<file path="config.mk">
export PLATFORM = sky130hd
export DESIGN_NAME = line_tx_scheduler
export DESIGN_NICKNAME = d
export VERILOG_FILES = /design/src/rtl/line_tx_pkg.sv /design/src/rtl/row_fifo.sv /design/src/rtl/line_tx_scheduler.sv
export SDC_FILE = /design/constraint.sdc
export NUM_CORES = 1
export LEC_CHECK = 0
export ABC_AREA = 1
export BUFFER_PORTS_ARGS = -buffer_cell sky130_fd_sc_hd__buf_4
export CAP_MARGIN = 20
export CORE_AREA = 3 3 184 96
export CTS_CLUSTER_SIZE = 28
export DETAILED_ROUTE_END_ITERATION = 8
export DIE_AREA = 0 0 187 99
export HOLD_SLACK_MARGIN = 0.03
export MAX_ROUTING_LAYER = met4
export PLACE_DENSITY = 0.67
export SLEW_MARGIN = 10
export SYNTH_ARGS = -nofsm -noshare
export SYNTH_HDL_FRONTEND = slang
export SYNTH_SLANG_ARGS = --single-unit
export TNS_END_PERCENT = 30
</file>
<file path="constraint.sdc">
create_clock -name clk -period 2.5 [get_ports clk]
set_input_delay 0.25 -clock clk [delete_from_list [all_inputs] [get_ports clk]]
set_output_delay 0.25 -clock clk [all_outputs]
set_load 0.01 [all_outputs]
</file>
<file path="src/rtl/line_tx_pkg.sv">
// line_tx_pkg: FSM state type and width helpers shared by the line transmit scheduler
package line_tx_pkg;
   typedef enum logic [2:0] {IDLE, TRIG, WAIT_UP, WAIT_DN, ACK} state_e;
   function automatic int idx_width(input int id_w, input int cnt_w, input int row_w);
      return id_w + cnt_w + row_w;
   endfunction
   function automatic int to_width(input int timeout);
      return (timeout > 2) ? $clog2(timeout) : 1;
   endfunction
endpackage

</file>
<file path="src/rtl/row_fifo.sv">
// row_fifo: per-channel row queue with a registered head
// Ports: clk/rstn clock and async active-low reset; push/din enqueue a row,
// pop dequeues; full/empty status; head is the oldest row, valid when !empty.
// A push to a full queue is accepted only when a pop happens on the same edge.
module row_fifo #(
   parameter int DEPTH = 4,
   parameter int ROW_W = 11
) (
   input  logic             clk,
   input  logic             rstn,
   input  logic             push,
   input  logic [ROW_W-1:0] din,
   input  logic             pop,
   output logic             full,
   output logic             empty,
   output logic [ROW_W-1:0] head
);
   localparam int AW = $clog2(DEPTH);
   logic [ROW_W-1:0] mem_q [DEPTH];
   logic [AW-1:0] wr_q, wr_d, rd_q, rd_d;
   logic [AW:0] cnt_q, cnt_d;
   logic [ROW_W-1:0] head_q, head_d;
   logic do_push, do_pop;
   assign full = cnt_q == (AW+1)'(DEPTH);
   assign empty = cnt_q == '0;
   assign head = head_q;
   always_comb begin
      do_pop = pop && !empty;
      do_push = push && (!full || do_pop);
      wr_d = do_push ? wr_q + 1'b1 : wr_q;
      rd_d = do_pop ? rd_q + 1'b1 : rd_q;
      cnt_d = cnt_q + (AW+1)'(do_push) - (AW+1)'(do_pop);
      head_d = head_q;
      // the next head is either the following stored row or, when the queue
      // is (or becomes) empty, the row being written this edge
      if (do_pop) head_d = (cnt_q == 1) ? din : mem_q[rd_q + 1'b1];
      else if (empty) head_d = din;
   end
   always_ff @(posedge clk or negedge rstn)
      if (!rstn) begin
         wr_q <= '0;
         rd_q <= '0;
         cnt_q <= '0;
         head_q <= '0;
      end else begin
         wr_q <= wr_d;
         rd_q <= rd_d;
         cnt_q <= cnt_d;
         head_q <= head_d;
      end
   always_ff @(posedge clk)
      if (do_push) mem_q[wr_q] <= din;
endmodule

</file>
<file path="src/rtl/line_tx_scheduler.sv">
// line_tx_scheduler: round-robin scheduler of per-line UDP transmissions from CH_NUM line buffers
// Ports: clk/rstn clock and async active-low reset; en gates new grants;
// line_valid/line_rows queue one row per pulsing channel; tx_busy is the
// transmitter handshake; trig/index start a packet {id, cnt, row};
// line_ack releases a sent line; overflow is a sticky drop flag cleared by
// ovf_clr; timeout_err pulses when tx_busy never rose; busy is high outside IDLE.
module line_tx_scheduler
   import line_tx_pkg::*;
#(
   parameter int CH_NUM = 2,
   parameter int ROW_W = 11,
   parameter int CNT_W = 4,
   parameter int ID_W = 3,
   parameter int DEPTH = 4,
   parameter int TIMEOUT = 1_000_000
) (
   input  logic                      clk,
   input  logic                      rstn,
   input  logic                      en,
   input  logic [CH_NUM-1:0]         line_valid,
   input  logic [CH_NUM*ROW_W-1:0]   line_rows,
   input  logic                      tx_busy,
   output logic                      trig,
   output logic [ID_W+CNT_W+ROW_W-1:0] index,
   output logic [CH_NUM-1:0]         line_ack,
   output logic [CH_NUM-1:0]         overflow,
   input  logic                      ovf_clr,
   output logic                      timeout_err,
   output logic                      busy
);
   localparam int PW = CH_NUM > 1 ? $clog2(CH_NUM) : 1;
   localparam int IW = idx_width(ID_W, CNT_W, ROW_W);
   localparam int TW = to_width(TIMEOUT);
   localparam logic [TW-1:0] TO_LAST = TW'(TIMEOUT - 1);
   state_e state_q, state_d;
   logic [PW-1:0] g_q, g_d, rr_q, rr_d, win;
   logic [IW-1:0] index_q, index_d;
   logic [TW-1:0] tcnt_q, tcnt_d;
   logic [CNT_W-1:0] seq_q [CH_NUM];
   logic [CNT_W-1:0] seq_d [CH_NUM];
   logic [CH_NUM-1:0] ack_q, ack_d, ovf_q, ovf_d;
   logic trig_q, trig_d, to_q, to_d, busy_q;
   logic [CH_NUM-1:0] full, empty, pop, drop;
   logic [ROW_W-1:0] head [CH_NUM];
   int c;
   for (genvar k = 0; k < CH_NUM; k++) begin : g_ch
      assign pop[k] = (state_q == ACK) && (g_q == PW'(k));
      row_fifo #(.DEPTH(DEPTH), .ROW_W(ROW_W)) u_fifo (
         .clk(clk),
         .rstn(rstn),
         .push(line_valid[k]),
         .din(line_rows[k*ROW_W +: ROW_W]),
         .pop(pop[k]),
         .full(full[k]),
         .empty(empty[k]),
         .head(head[k])
      );
   end
   assign drop = line_valid & full & ~pop;
   assign trig = trig_q;
   assign index = index_q;
   assign line_ack = ack_q;
   assign overflow = ovf_q;
   assign timeout_err = to_q;
   assign busy = busy_q;
   // scan from the farthest offset back to rr_ptr so the nearest non-empty
   // channel at or after rr_ptr is the last one written
   always_comb begin
      c = 0;
      win = rr_q;
      for (int i = CH_NUM - 1; i >= 0; i--) begin
         c = int'(rr_q) + i;
         c = (c >= CH_NUM) ? c - CH_NUM : c;
         if (!empty[c]) win = PW'(c);
      end
   end
   // the timeout counter is cleared on grant and counts from the TRIG cycle,
   // so timeout_err rises TIMEOUT cycles after trig
   always_comb begin
      state_d = state_q;
      g_d = g_q;
      index_d = index_q;
      rr_d = rr_q;
      tcnt_d = tcnt_q;
      seq_d = seq_q;
      trig_d = 1'b0;
      ack_d = '0;
      to_d = 1'b0;
      case (state_q)
         IDLE:
            if (en && !(&empty)) begin
               state_d = TRIG;
               g_d = win;
               trig_d = 1'b1;
               tcnt_d = '0;
               index_d = {ID_W'(win), seq_q[win], head[win]};
            end
         TRIG: begin
            state_d = WAIT_UP;
            tcnt_d = tcnt_q + 1'b1;
         end
         WAIT_UP:
            if (tx_busy) state_d = WAIT_DN;
            else if (tcnt_q == TO_LAST) begin
               state_d = IDLE;
               to_d = 1'b1;
            end else tcnt_d = tcnt_q + 1'b1;
         WAIT_DN:
            if (!tx_busy) begin
               state_d = ACK;
               ack_d = CH_NUM'(1) << g_q;
            end
         ACK: begin
            state_d = IDLE;
            seq_d[g_q] = seq_q[g_q] + 1'b1;
            rr_d = (g_q == PW'(CH_NUM - 1)) ? '0 : g_q + 1'b1;
         end
         default: state_d = IDLE;
      endcase
      ovf_d = drop | (ovf_q & ~{CH_NUM{ovf_clr}});
   end
   always_ff @(posedge clk or negedge rstn)
      if (!rstn) begin
         state_q <= IDLE;
         g_q <= '0;
         rr_q <= '0;
         index_q <= '0;
         tcnt_q <= '0;
         seq_q <= '{default: '0};
         ack_q <= '0;
         ovf_q <= '0;
         trig_q <= 1'b0;
         to_q <= 1'b0;
         busy_q <= 1'b0;
      end else begin
         state_q <= state_d;
         g_q <= g_d;
         rr_q <= rr_d;
         index_q <= index_d;
         tcnt_q <= tcnt_d;
         seq_q <= seq_d;
         ack_q <= ack_d;
         ovf_q <= ovf_d;
         trig_q <= trig_d;
         to_q <= to_d;
         busy_q <= state_d != IDLE;
      end
endmodule

</file>
# Word level (Yosys, flattened, before mapping)
# Memories as Yosys holds them, arrays and structs flattened.
# Index checks and enable logic that the tools add are counted.
classes:
  mux: 49
  reduce_logical: 25
  n_eq_ne: 12
  bitwise_logic: 9
  n_addsub: 14
  shift: 1
  order_cmp: 7
ops:
  columns: ["op", "n"]
  rows:
  - ["$mux 11", 9]
  - ["$lt 32x3->1 const B", 2]
  - ["$mux 32", 2]
  - ["$mux 20", 3]
  - ["$pmux 20 s3", 1]
  - ["$mux 4", 7]
  - ["$add 20x1->20 const B", 1]
  - ["$eq 20x20->1 const B", 1]
  - ["$mux 1", 18]
  - ["$mux 3", 4]
  - ["$pmux 3 s4", 1]
  - ["$eq 3x1->1 const B", 3]
  - ["$eq 3x3->1 const B", 3]
  - ["$logic_not 3->1", 3]
  - ["$add 2x1->2 const B", 4]
  - ["$bwmux 8", 1]
  - ["$logic_and 1x1->1", 8]
  - ["$add 3x1->3", 2]
  - ["$and 2x2->2", 3]
  - ["$eq 3x2->1 const B", 2]
  - ["$ge 2x2->1 const B", 3]
  - ["$ne 2x2->1 const B", 3]
  - ["$reduce_bool 3->1", 2]
  - ["$sub 3x1->3", 2]
  - ["19 further kinds", 29]
totals:
  n_memories: 2
  register_bits: 92
  ram_bits: 88
  output_inout_bits: 25
  elab_cells: 139
memory_table:
  columns: ["name", "depth", "word_bits", "rd", "rd_clocked_by_memory_dff", "wr", "line", "source"]
  rows:
  - ["g_ch[0].u_fifo.mem_q", 4, 11, 1, 0, 1, "row_fifo.sv:19", "logic [ROW_W-1:0] mem_q [DEPTH];"]
  - ["g_ch[1].u_fifo.mem_q", 4, 11, 1, 0, 1, "row_fifo.sv:19", null]

# Depth between registers and ports, before layout
# Gate-level depths: netlist (run 1).
logic_depth:
  depth_word: 12
  mapped_depth: 11

# Hierarchy
# A second synthesis (run 1) with hierarchy kept.
hier_totals:
  cells_unflattened: 944
  area_unflattened_um2: 8509.4
by_module_without_submodules:
  columns: ["mod", "instances", "cells_per_inst", "area_each_um2", "seq_area_each_um2"]
  rows:
  - ["line_tx_scheduler", 1, 404, 2975.4, 1376.3]
  - ["row_fifo (g_ch[0].u_fifo)", 1, 270, 2768.9, 1771.7]
  - ["row_fifo (g_ch[1].u_fifo)", 1, 270, 2765.2, 1771.7]

# Worst setup path before layout (run 1)
# No wires, ideal clock.
synth_timing:
  kind: "register to register"
  startpoint: "register state_q[1]"
  endpoint: "memory g_ch[0].u_fifo.mem_q[0][0], enable pin"
  n_path_buf: 1
  stages_incl_launch_ff: 9
  setup_time_ps: 378
  path_slack_ps: 505
  synth_period_minus_slack_ps: 1995
  t_arrival_ps: 1616
  required_ps: 2122
  path_cell_list: "dfrtp_1 > nor2_1 > nand2_2 > nor2_2 > inv_2 > buf_2 > nand2_1 > nand2_2 > nor2_1"
synth_between:
  elab_chain_cells: 7
synth_lines:
  columns: ["element", "line", "source"]
  rows:
  - ["start: declaration", "line_tx_scheduler.sv:35", "state_e state_q, state_d;"]
  - ["start signal: assignment", "line_tx_scheduler.sv:136", "state_q <= state_d;"]
  - ["$eq 3x3->1", "line_tx_scheduler.sv:47", "assign pop[k] = (state_q == ACK) && (g_q == PW'(k));"]
  - ["$logic_and 1x1->1", "line_tx_scheduler.sv:47", null]
  - ["$logic_and 1x1->1", "row_fifo.sv:28", "do_pop = pop && !empty;"]
  - ["$logic_or 1x1->1", "row_fifo.sv:29", "do_push = push && (!full || do_pop);"]
  - ["$logic_and 1x1->1", "row_fifo.sv:29", null]
  - ["$mux 1", "row_fifo.sv:52", "if (do_push) mem_q[wr_q] <= din;"]
  - ["$mux 1 (implied by the code)", "row_fifo.sv:52", null]
  - ["end: declaration", "row_fifo.sv:19", null]
# Every way passes these cells.

# Worst setup path in the final report (run 1)
layout_timing:
  startpoint: "register g_q"
  endpoint: "register g_ch[1].u_fifo.cnt_q[2]"
layout_between:
  elab_chain_cells: 6
layout_lines:
  columns: ["element", "line", "source"]
  rows:
  - ["start: declaration", "line_tx_scheduler.sv:36", "logic [PW-1:0] g_q, g_d, rr_q, rr_d, win;"]
  - ["start signal: assignment", "line_tx_scheduler.sv:137", "g_q <= g_d;"]
  - ["$logic_and 1x1->1 (*)", "line_tx_scheduler.sv:47", null]
  - ["$logic_and 1x1->1 (*)", "row_fifo.sv:28", null]
  - ["named net g_ch[1].u_fifo.do_pop", "row_fifo.sv:23", "logic do_push, do_pop;"]
  - ["$logic_or 1x1->1", "row_fifo.sv:29", null]
  - ["$logic_and 1x1->1", "row_fifo.sv:29", null]
  - ["$add 3x1->3", "row_fifo.sv:32", "cnt_d = cnt_q + (AW+1)'(do_push) - (AW+1)'(do_pop);"]
  - ["$sub 3x1->3 (*)", "row_fifo.sv:32", null]
  - ["named net g_ch[1].u_fifo.cnt_d[2]", "row_fifo.sv:21", "logic [AW:0] cnt_q, cnt_d;"]
  - ["end signal: assignment", "row_fifo.sv:48", "cnt_q <= cnt_d;"]
  - ["end: declaration", "row_fifo.sv:21", null]
# Mark *: on every way through the listed nets, which the timed path passes. The rest lies on a longest branch.
# A chain may end at the register's enable or synchronous reset.

==> impl_metrics.yaml, run 1 <==
power_and_ir_drop:
  power-per-cell-area_nw_per_um2: 1080
  clock_power_share_pct: 25.0
  power.static_leakage_uw: 0.00412
  sw_frac_of_total_pct: 37.4
  combPwrFrac_pct: 32.1
  power.sequential.fraction_pct: 42.9
  report.power.total_uw: 10300
  vdd.ir_drop.worst_v: 0.000651
  p_switching_uw: 3840
  internal_power_uw: 6430
cells_and_area:
  diodes: 0
  layout.cells.most_common_list: "sky130_fd_sc_hd__nand2_1 (246), sky130_fd_sc_hd__nor2_1 (124), sky130_fd_sc_hd__dfrtp_1 (91)"
  fin_nets: 993
  layout_commonest_cell: "sky130_fd_sc_hd__nand2_1"
  final.fill_count: 1330
  multiInputGateArea_um2: 2740
  postLayoutCoreUtil_pct: 58.8
  syn2layout_area_growth_pct: 18.0
  layout.area.seq_um2: 4920
  drive_above_1_share_pct: 13.0
detailed_routing:
  totalWireLength_um: 17500
  dr.first_iter.drc_count: 415
  antenna_violating_nets_remaining: 0
  detail_route.drc_violations: 0
  routed-via-count: 5928
  avgRoutedWirePerCell_um: 14.8
  drt_pre_antenna_iters: 5
  vias_per_cell: 4.99
grt:
  grt_start_max_net_pins: 39
  globalRoute.totalOverflow: 0
  global_route_wire_length_before_repair_um: 29400
  antenna_violations_before_repair: 0
  number_of_global_route_vias_before_repair: 5755
  groute.usage.overall_pct: 20.9
sta:
  worst_slew_margin_rel_pct: 57.4
  final.min_clock_period_ns: 2.05
  timing.final.crit_share_pct: 82.0
  setup_tns_ns: 0
  final.setup_skew_ns: 0.0115
  report.final.slew_viol_count: 0
  hold_viol_final: 0
  highest_achievable_clock_rate_mhz: 488
  grt_setup_unrepaired: "no"
  timing_worst_slew_pin_value_ns: 0.639
  finalSetupViolCount: 0
clock_tree:
  cts_tree: "built"
  clk-insertion-delay-late_ns: 0.43
  root_buffer_cell: "sky130_fd_sc_hd__clkbuf_16"
  cts.clk_slew.worst_paths_ns: 0.06
  htreeDepth: 4
  tritoncts.num_buffers: 17
  cts_max_path_buffers: 2
  cts_post_setup_buffers_inserted: 0
  clkSinkCount: 179
yosys:
  synth.yosys.warnings: 0
  syn_area_per_cell_um2: 9.37
  ys_seq_area_share_pct: 60.9
  postSynthCellCount: 863
  post-synth-top-area-cell: "sky130_fd_sc_hd__edfxtp_1"
  yosysTopAreaCellShare_pct: 32.7
  yosys.cell_types.count: 31
  ys_ff_latch: 179
  synthesis.area_um2: 8080
  yosys-top-cells-area: "sky130_fd_sc_hd__edfxtp_1 (33%), sky130_fd_sc_hd__dfrtp_1 (28%), sky130_fd_sc_hd__nand2_1 (11%), sky130_fd_sc_hd__nor2_1 (5.8%), sky130_fd_sc_hd__o21ai_0 (4.8%)"
floorplanning:
  fp.dieArea_um2: 18500
  fp.dieW_um: 187
  die_h_um: 99
  floorplan.initialDensity_pct: 49.8
  boundaryPins: 54
  placeableCoreArea_um2: 16200
  fp-row-count: 33
setup_path:
  crit_required_ns: 2.82
  end_kind: "flip-flop"
  crit_path_start_kind: "flip-flop"
  critical_path_class: "flip-flop to flip-flop"
  path_max_fanout: 8
  cp.arrival_ns: 2.36
status:
  status: "finished clean"
min_path:
  min-delay-path-class: "input port to flip-flop"
flow_run:
  timing.max_cap.violations: 0
place:
  gp_congestion: 0.896
  detailed_place_hpwl_um: 12000
  total_of_buffers_placed_on_input_and_output_ports: 51
-- state kept, by name, indices dropped and copies added, names as in the netlist, 4 cells and up --
name               flops
g_ch.u_fifo.cnt_q      6
seq_q                  8
g_ch.u_fifo.rd_q       4
tcnt_q                20
g_ch.u_fifo.wr_q       4
g_ch.u_fifo.mem_q     88
index                 15
g_ch.u_fifo.head      22
-- per-layer routing --
metal  up-vias  global-route usage, %  share of wire, %
li1       2960                      -                 -
met1      2805                   28.5                48
met2       143                   32.0                46
met3        20                   4.51               4.9
met4         0                   5.92               1.3
met5         -                      -                 0
-- repair_timing --
action / in CTS / in global routing
resized for setup: 0 / 0
hold buffers: 24 / 0
hold endpoints to repair: 120 / 0
-- worst paths after layout --
kind                                        start                     endpoint  slack, ns  depth (start not counted)
setup / recovery                              g_q      g_ch[1].u_fifo.cnt_q[2]       0.45                          9
hold / removal                      line_rows[21]  g_ch[1].u_fifo.mem_q[3][10]       0.05                          1
setup reg to reg                              g_q      g_ch[1].u_fifo.cnt_q[2]       0.45                          9
hold reg to reg            g_ch[0].u_fifo.head[4]       g_ch[0].u_fifo.head[4]       0.49                          2
max in group asynchronous                    rstn       g_ch[0].u_fifo.rd_q[0]       1.44                          3
min in group asynchronous                    rstn                   tcnt_q[14]       0.32                          2
-- per-stage QoR --
| step | std cells | setup slack [ns] | instance area, um^2 | hold WS (ns) |
|---|---|---|---|---|
| after detailed placement | 1132 | 0.462 | 8740 | 0.247 |
| after global placement | 1132 | 0.511 | 8740 | 0.238 |
| after global routing | 1188 | 0.331 | 9540 | 0.0349 |
| after CTS | 1188 | 0.446 | 9540 | 0.0335 |
| after floorplan | 864 | 0.505 | 8090 | -0.0456 |
| final | 1188 | 0.451 | 9540 | 0.0473 |
-- power by group through the flow --
stage          combinational (uW)  clock, uW  sequential [uW]
2_1_floorplan                2200          0             4350
3_3_place_gp                 3190          0             4440
3_5_place_dp                 3260          0             4460
4_1_cts                      3320       2600             4410
5_1_grt                      3750       2760             4490
6_report                     3300       2570             4410
-- Yosys cell counts --
library cell / number
sky130_fd_sc_hd__a21oi_2: 2
sky130_fd_sc_hd__inv_2: 9
sky130_fd_sc_hd__dfrtp_1: 91
sky130_fd_sc_hd__buf_6: 2
sky130_fd_sc_hd__a21oi_1: 20
sky130_fd_sc_hd__mux2i_1: 1
sky130_fd_sc_hd__a22oi_1: 2
sky130_fd_sc_hd__xnor2_1: 9
sky130_fd_sc_hd__o211ai_1: 3
sky130_fd_sc_hd__nor2_2: 3
sky130_fd_sc_hd__nand3_1: 19
sky130_fd_sc_hd__o21ai_1: 32
sky130_fd_sc_hd__clkbuf_2: 1
sky130_fd_sc_hd__nor2_1: 124
sky130_fd_sc_hd__nor3_1: 5
sky130_fd_sc_hd__o21ai_0: 78
sky130_fd_sc_hd__nor3b_1: 1
sky130_fd_sc_hd__ha_1: 14
sky130_fd_sc_hd__fa_1: 2
sky130_fd_sc_hd__conb_1: 1
sky130_fd_sc_hd__edfxtp_1: 88
sky130_fd_sc_hd__o22ai_1: 1
sky130_fd_sc_hd__nor2_4: 1
sky130_fd_sc_hd__xor2_1: 13
sky130_fd_sc_hd__nand2_2: 5
sky130_fd_sc_hd__nand2_1: 246
sky130_fd_sc_hd__nand3_2: 2
sky130_fd_sc_hd__clkbuf_1: 13
sky130_fd_sc_hd__buf_4: 8
sky130_fd_sc_hd__inv_1: 59
sky130_fd_sc_hd__buf_2: 8
-- logic make-up (layout without fill, tap and decap cells) --
group / Yosys count / count (layout) / synth area share [%]
compound gates: 138 / 138 / 8.81
xor+xnor: 22 / 22 / 2.38
fa+ha+maj: 16 / 16 / 2.66
buf+inv: 100 / 197 / 5.34
flops: 179 / 179 / 60.9
mux: 1 / 1 / 0.124
other cells: 1 / 2 / 0.0464
simple gates: 406 / 406 / 19.8
-- critical path, cell delays in order, from the launching register on --
cell	delay, ns
sky130_fd_sc_hd__dfrtp_1	0.48
sky130_fd_sc_hd__inv_2	0.18
sky130_fd_sc_hd__nor2_4	0.06
sky130_fd_sc_hd__nand2_1	0.12
sky130_fd_sc_hd__inv_1	0.06
sky130_fd_sc_hd__ha_1	0.27
sky130_fd_sc_hd__inv_1	0.04
sky130_fd_sc_hd__ha_1	0.19
sky130_fd_sc_hd__fa_1	0.38
sky130_fd_sc_hd__xnor2_1	0.13
-- cell type report --
| cell class | count | area share (%) |
|---|---|---|
| Inverter | 68 | 2.68 |
| Clock buffer | 18 | 4.50 |
| Clock inverter | 14 | 1.35 |
| Timing Repair Buffer | 97 | 8.26 |
| Sequential cell | 179 | 51.6 |
| Tap cell | 227 | 2.98 |
| Multi-Input combinational cell | 585 | 28.7 |
No activity file was read; power rests on OpenSTA's default activity.
==> inputs of run 2 (changes only) <==
Settings changed: PLACE_DENSITY 0.67 to 0.7.
Clock period 2.5 ns to 1.84 ns, I/O delays scaled along.
==> run 2 against run 1 <==
- routed wire length decreased by 2.5%
- non-clock buffer count grew 30
- largest power group unchanged
- first-iteration DRC count grew 3.4%
==> impl_metrics.yaml, run 2 (synthesis results as in run 1) <==
sta:
  timing_worst_slew_pin_value_ns: 0.698
  final.setup_skew_ns: 0.0104
  hold_viol_final: 0
  final.min_clock_period_ns: 1.82
  worst_slew_margin_rel_pct: 53.3
  timing.final.crit_share_pct: 99.0
  report.final.slew_viol_count: 0
  highest_achievable_clock_rate_mhz: 549
  setup_tns_ns: 0
  finalSetupViolCount: 0
  grt_setup_unrepaired: "yes"
grt:
  groute.usage.overall_pct: 19.7
  globalRoute.totalOverflow: 0
  antenna_violations_before_repair: 0
  global_route_wire_length_before_repair_um: 28300
  grt_start_max_net_pins: 92
  number_of_global_route_vias_before_repair: 5835
cells_and_area:
  largest_reg_flops: 88
  drive_above_1_share_pct: 17.6
  layout_commonest_cell: "sky130_fd_sc_hd__nand2_1"
  layout.cells.most_common_list: "sky130_fd_sc_hd__nand2_1 (244), sky130_fd_sc_hd__nor2_1 (119), sky130_fd_sc_hd__dfrtp_1 (91)"
  final.fill_count: 1297
  max_flop_register: "g_ch.u_fifo.mem_q"
  diodes: 0
  syn2layout_area_growth_pct: 22.9
  fin_nets: 1023
  postLayoutCoreUtil_pct: 61.2
power_and_ir_drop:
  power-per-cell-area_nw_per_um2: 1430
  power.static_leakage_uw: 0.00427
  vdd.ir_drop.worst_v: 0.000963
floorplanning:
  floorplan.initialDensity_pct: 49.8
  fp-row-count: 33
  boundaryPins: 54
  placeableCoreArea_um2: 16200
  die_h_um: 99
  fp.dieArea_um2: 18500
  fp.dieW_um: 187
detailed_routing:
  drt_pre_antenna_iters: 5
  wl_met1_um: 7980
  antenna_violating_nets_remaining: 0
  avgRoutedWirePerCell_um: 14.0
  wl_met3_um: 703
  vias_per_cell: 4.91
  detail_route.drc_violations: 0
  detailroute.wirelength.met2_um: 8270
  maxUsedRoutingLayer: "met4"
  totalWireLength_um: 17100
  routed-via-count: 5977
  dr.first_iter.drc_count: 429
clock_tree:
  clkSinkCount: 179
  clk-insertion-delay-late_ns: 0.43
  cts.clk_slew.worst_paths_ns: 0.07
  cts_tree: "built"
  tritoncts.num_buffers: 17
  cts_max_path_buffers: 2
  root_buffer_cell: "sky130_fd_sc_hd__clkbuf_16"
  htreeDepth: 4
setup_path:
  crit_required_ns: 2.16
  cp.arrival_ns: 2.14
  path_max_fanout: 3
  critical_path_class: "flip-flop to flip-flop"
  crit_path_start_kind: "flip-flop"
  end_kind: "flip-flop"
flow_run:
  timing.max_cap.violations: 0
place:
  total_of_buffers_placed_on_input_and_output_ports: 51
  detailed_place_hpwl_um: 11500
  gp_congestion: 0.861
status:
  status: "finished clean"
min_path:
  min-delay-path-class: "input port to flip-flop"
==> run 2: cell count changes in the layout (fill, tap and decap cells not counted), sizes merged <==
cell,delta
clkinv,+1
inv,-3
clkbuf,+1
dlygate4sd3,+1
bufinv,-1
buf,+29
clkinvlp,+2
==> run 2: power by group <==
| group | switching (uW) | leakage (uW) | total (uW) | internal (uW) |
|---|---|---|---|---|
| logic | 3110 | 0.00204 | 4960 | 1850 |
| clock network | 1620 | 0.000255 | 3370 | 1750 |
| registers | 565 | 0.00198 | 5900 | 5340 |
| total | 5290 | 0.00427 | 14200 | 8940 |
==> run 2: timing repair <==
item / CTS / global route
gates resized for setup: 18 / 25
hold buffers: 25 / 0
gates cloned: 0 / 2
endpoints found under the setup margin: 4 / 133
setup buffers: 10 / 0
pin swaps: 11 / 6
hold endpoints to repair: 182 / 0
==> run 2: area by class of cell <==
type,count,area [um^2],share of cell area (%)
sequential,179,4920,49.5
clock inverter,13,104,1.05
tap,227,284,2.86
multi-input combinational,585,2850,28.7
inverter,68,256,2.58
timing repair buffer,127,1090,10.9
clock buffer,19,433,4.36
==> run 2: path summary, 6_finish.rpt <==
kind	from	endpoint	slack [ns]	cells past startpoint
hold reg to reg	index[2]	index[2]	0.49	2
min in group asynchronous	rstn	tcnt_q[14]	0.31	3
setup reg to reg	g_ch[0].u_fifo.cnt_q[2]	g_ch[0].u_fifo.cnt_q[2]	0.02	9
hold / removal	line_valid[0]	overflow[0]	0.05	3
setup / recovery	g_ch[0].u_fifo.cnt_q[2]	g_ch[0].u_fifo.cnt_q[2]	0.02	9
max in group asynchronous	rstn	g_ch[0].u_fifo.wr_q[0]	1.10	3
==> run 2: worst max-delay path: stages, from the launching register on <==
cell and delay [ns]:
sky130_fd_sc_hd__dfrtp_1 0.39, sky130_fd_sc_hd__inv_1 0.10, sky130_fd_sc_hd__nand3_2 0.12, sky130_fd_sc_hd__nand2_2 0.13
sky130_fd_sc_hd__inv_2 0.05, sky130_fd_sc_hd__ha_4 0.26, sky130_fd_sc_hd__inv_2 0.04, sky130_fd_sc_hd__ha_4 0.14
sky130_fd_sc_hd__fa_2 0.35, sky130_fd_sc_hd__xnor2_2 0.14
==> run 2: per-layer routing <==
layer | vias to the layer above | GRT usage [%]
met3 | 15 | 4.05
li1 | 3007 | -
met1 | 2850 | 25.3
met5 | - | -
met4 | 0 | 5.46
met2 | 105 | 32.1
==> run 2: stage by stage <==
step / power, uW / area (um^2) / worst slack [ns] / instances / hold slack, ns
3_5_place_dp: 10600 / 8910 / -0.0894 / 1150 / 0.272
6_report: 14200 / 9930 / 0.0181 / 1218 / 0.0505
4_1_cts: 14200 / 9850 / -0.0296 / 1217 / 0.0460
5_1_grt: 15200 / 9930 / -0.0587 / 1218 / 0.0580
2_1_floorplan: 8900 / 8090 / -0.155 / 864 / -0.112
3_3_place_gp: 10500 / 8910 / -0.0416 / 1150 / 0.262
==> inputs of run 3 (changes only) <==
Settings changed: CORE_AREA 3 3 184 96 to 2 2 183 95, DIE_AREA 0 0 187 99 to 0 0 185 97.
==> run 3 against run 2 <==
- the flow now finishes with violations (setup timing)
- maximum frequency is 2.2% lower
- count of clock-buffer cells in the layout is 1 lower
- combinational power grew 12%
- non-clock buffer count rose by 18
- total power grew 5.1%
- critical path type unchanged
- first-iteration DRC count up 7.5%
- die area shrank 3.1%
- cell count up 1.6%
- setup slack worse by 0.041 ns
- hold slack better by 0.048 ns
==> impl_metrics.yaml, run 3 (synthesis results as in run 1) <==
detailed_routing:
  dr.first_iter.drc_count: 461
  detail_route.drc_violations: 0
  vias_per_cell: 5.10
  avgRoutedWirePerCell_um: 15.4
  routed-via-count: 6306
  drt_pre_antenna_iters: 5
  totalWireLength_um: 19100
  antenna_violating_nets_remaining: 0
floorplanning:
  fp.dieW_um: 185
  die_h_um: 97
  boundaryPins: 54
  placeableCoreArea_um2: 16200
  floorplan.initialDensity_pct: 49.9
  fp.dieArea_um2: 17900
  fp-row-count: 33
setup_path:
  r2r.worst_path.cells: 9
  crit_path_max_incr_delay_ns: 0.41
  cp.arrival_ns: 2.17
  worst_path_dominant_cell_family: "adder cells"
  critical_path_class: "flip-flop to flip-flop"
  timing.critical_path.from: "state_q[1]"
  regToRegStartpoint: "state_q[1]"
  worstPathBufferInverterCount: 2
  crit_required_ns: 2.15
  r2r_slack_ns: -0.02
  end_kind: "flip-flop"
  r2r-end: "g_ch[0].u_fifo.cnt_q[1]"
  path_max_fanout: 3
  critical_path.cell_chain: "nor2_2, nand2_2, nor2_4, nand2_2, inv_2, ha_4, inv_2, ha_4, fa_2"
  crit_path_start_kind: "flip-flop"
  critical_path_cell_with_the_highest_stage_delay: "sky130_fd_sc_hd__fa_2"
grt:
  global_route_wire_length_before_repair_um: 30700
  groute.usage.overall_pct: 22.5
  antenna_violations_before_repair: 0
  globalRoute.totalOverflow: 0
  number_of_global_route_vias_before_repair: 6312
  grt_start_max_net_pins: 44
place:
  total_of_buffers_placed_on_input_and_output_ports: 51
  detailed_place_hpwl_um: 12100
  gp_congestion: 0.886
min_path:
  min-delay-path-class: "input port to flip-flop"
  worstHoldEndpoint: "g_ch[0].u_fifo.wr_q[0]"
  hold_path_depth: 3
  hold_start: "line_valid[0]"
cells_and_area:
  max_flop_register: "g_ch.u_fifo.mem_q"
  largest_reg_flops: 88
  layout.cells.most_common_list: "sky130_fd_sc_hd__nand2_1 (236), sky130_fd_sc_hd__nor2_1 (122), sky130_fd_sc_hd__buf_4 (104)"
  drive_above_1_share_pct: 19.3
  multiInputGateArea_um2: 2890
  final.fill_count: 1302
  diodes: 0
  postLayoutCoreUtil_pct: 62.6
  layout.area.seq_um2: 4920
  syn2layout_area_growth_pct: 25.4
  layout_commonest_cell: "sky130_fd_sc_hd__nand2_1"
  fin_nets: 1042
power_and_ir_drop:
  power.static_leakage_uw: 0.00438
  vdd.ir_drop.worst_v: 0.000902
  power-per-cell-area_nw_per_um2: 1470
clock_tree:
  tritoncts.num_buffers: 17
  htreeDepth: 4
  cts_max_path_buffers: 2
  cts_tree: "built"
  clk-insertion-delay-late_ns: 0.43
  cts.clk_slew.worst_paths_ns: 0.07
  clkSinkCount: 179
  root_buffer_cell: "sky130_fd_sc_hd__clkbuf_16"
sta:
  worst_slack_ns: -0.0225
  report.final.slew_viol_count: 0
  hold_viol_final: 0
  grt_setup_unrepaired: "yes"
  setup_tns_ns: -0.0381
  final.min_clock_period_ns: 1.86
  highest_achievable_clock_rate_mhz: 537
  timing.final.crit_share_pct: 101
  finalSetupViolCount: 2
  worst_slew_margin_rel_pct: 59.0
  timing_worst_slew_pin_value_ns: 0.614
  final.setup_skew_ns: 0.0144
status:
  failed_checks: "setup timing"
  status: "finished with violations"
flow_run:
  timing.max_cap.violations: 0
## run 3: repair_timing
| item | 4_1_cts | 5_1_grt |
|---|---|---|
| cloned | 0 | 7 |
| pin swaps | 10 | 14 |
| endpoints found under the setup margin | 4 | 140 |
| gates resized for setup | 14 | 48 |
| hold buffers | 26 | 0 |
| hold endpoints to repair | 117 | 0 |
| setup buffers | 12 | 3 |
## run 3: stage by stage
| step | cell area [um^2] | hold WS, ns | cells | worst slack [ns] | power (uW) |
|---|---|---|---|---|---|
| after floorplan | 8090 | -0.112 | 864 | -0.155 | 8900 |
| after global placement | 8950 | 0.145 | 1157 | -0.0299 | 10500 |
| after detailed placement | 8950 | 0.148 | 1157 | -0.0854 | 10700 |
| after CTS | 9910 | 0.0839 | 1227 | -0.0447 | 14500 |
| after global routing | 10100 | 0.0990 | 1237 | -0.101 | 15900 |
| final | 10100 | 0.0982 | 1237 | -0.0225 | 15000 |
## run 3: worst max-delay path by stage
| stage | endpoint | slack, ns | cells after the start |
|---|---|---|---|
| 3_5_place_dp | g_ch[1].u_fifo.cnt_q[2] | -0.09 | 10 |
| 2_1_floorplan | g_ch[0].u_fifo.mem_q[0][0] | -0.15 | 8 |
| 6_report | g_ch[0].u_fifo.cnt_q[1] | -0.02 | 9 |
| 4_1_cts | g_ch[1].u_fifo.cnt_q[1] | -0.04 | 9 |
| 5_1_grt | g_ch[1].u_fifo.cnt_q[1] | -0.10 | 10 |
| 3_3_place_gp | g_ch[0].u_fifo.cnt_q[2] | -0.03 | 10 |
## run 3: area by class of cell
| cell class | instances | share of cell area, % |
|---|---|---|
| Clock buffer | 18 | 4.23 |
| Clock inverter | 14 | 1.25 |
| Inverter | 68 | 2.62 |
| Multi-Input combinational cell | 586 | 28.5 |
| Sequential cell | 179 | 48.5 |
| Tap cell | 227 | 2.80 |
| Timing Repair Buffer | 145 | 12.0 |
## run 3: power by group
part,switching [uW],internal (uW),total [uW]
Combinational,3450,2110,5560
Sequential,577,5340,5910
Clock,1600,1880,3480
Total,5620,9330,15000
## run 3: per-layer routing
layer | wire [um] | part of all wire [%] | track usage, % | vias up
met1 | 8470 | 44 | 29.1 | 3060
met5 | 0 | 0 | - | -
met4 | 324 | 1.7 | 6.90 | 0
met3 | 728 | 3.8 | 4.10 | 30
met2 | 9560 | 50 | 36.4 | 151
li1 | - | - | - | 3065
## run 3: tightest hold or removal path: stages
cell                      delay (ns)
sky130_fd_sc_hd__buf_4          0.13
sky130_fd_sc_hd__nand2_4        0.11
sky130_fd_sc_hd__xor2_1         0.07
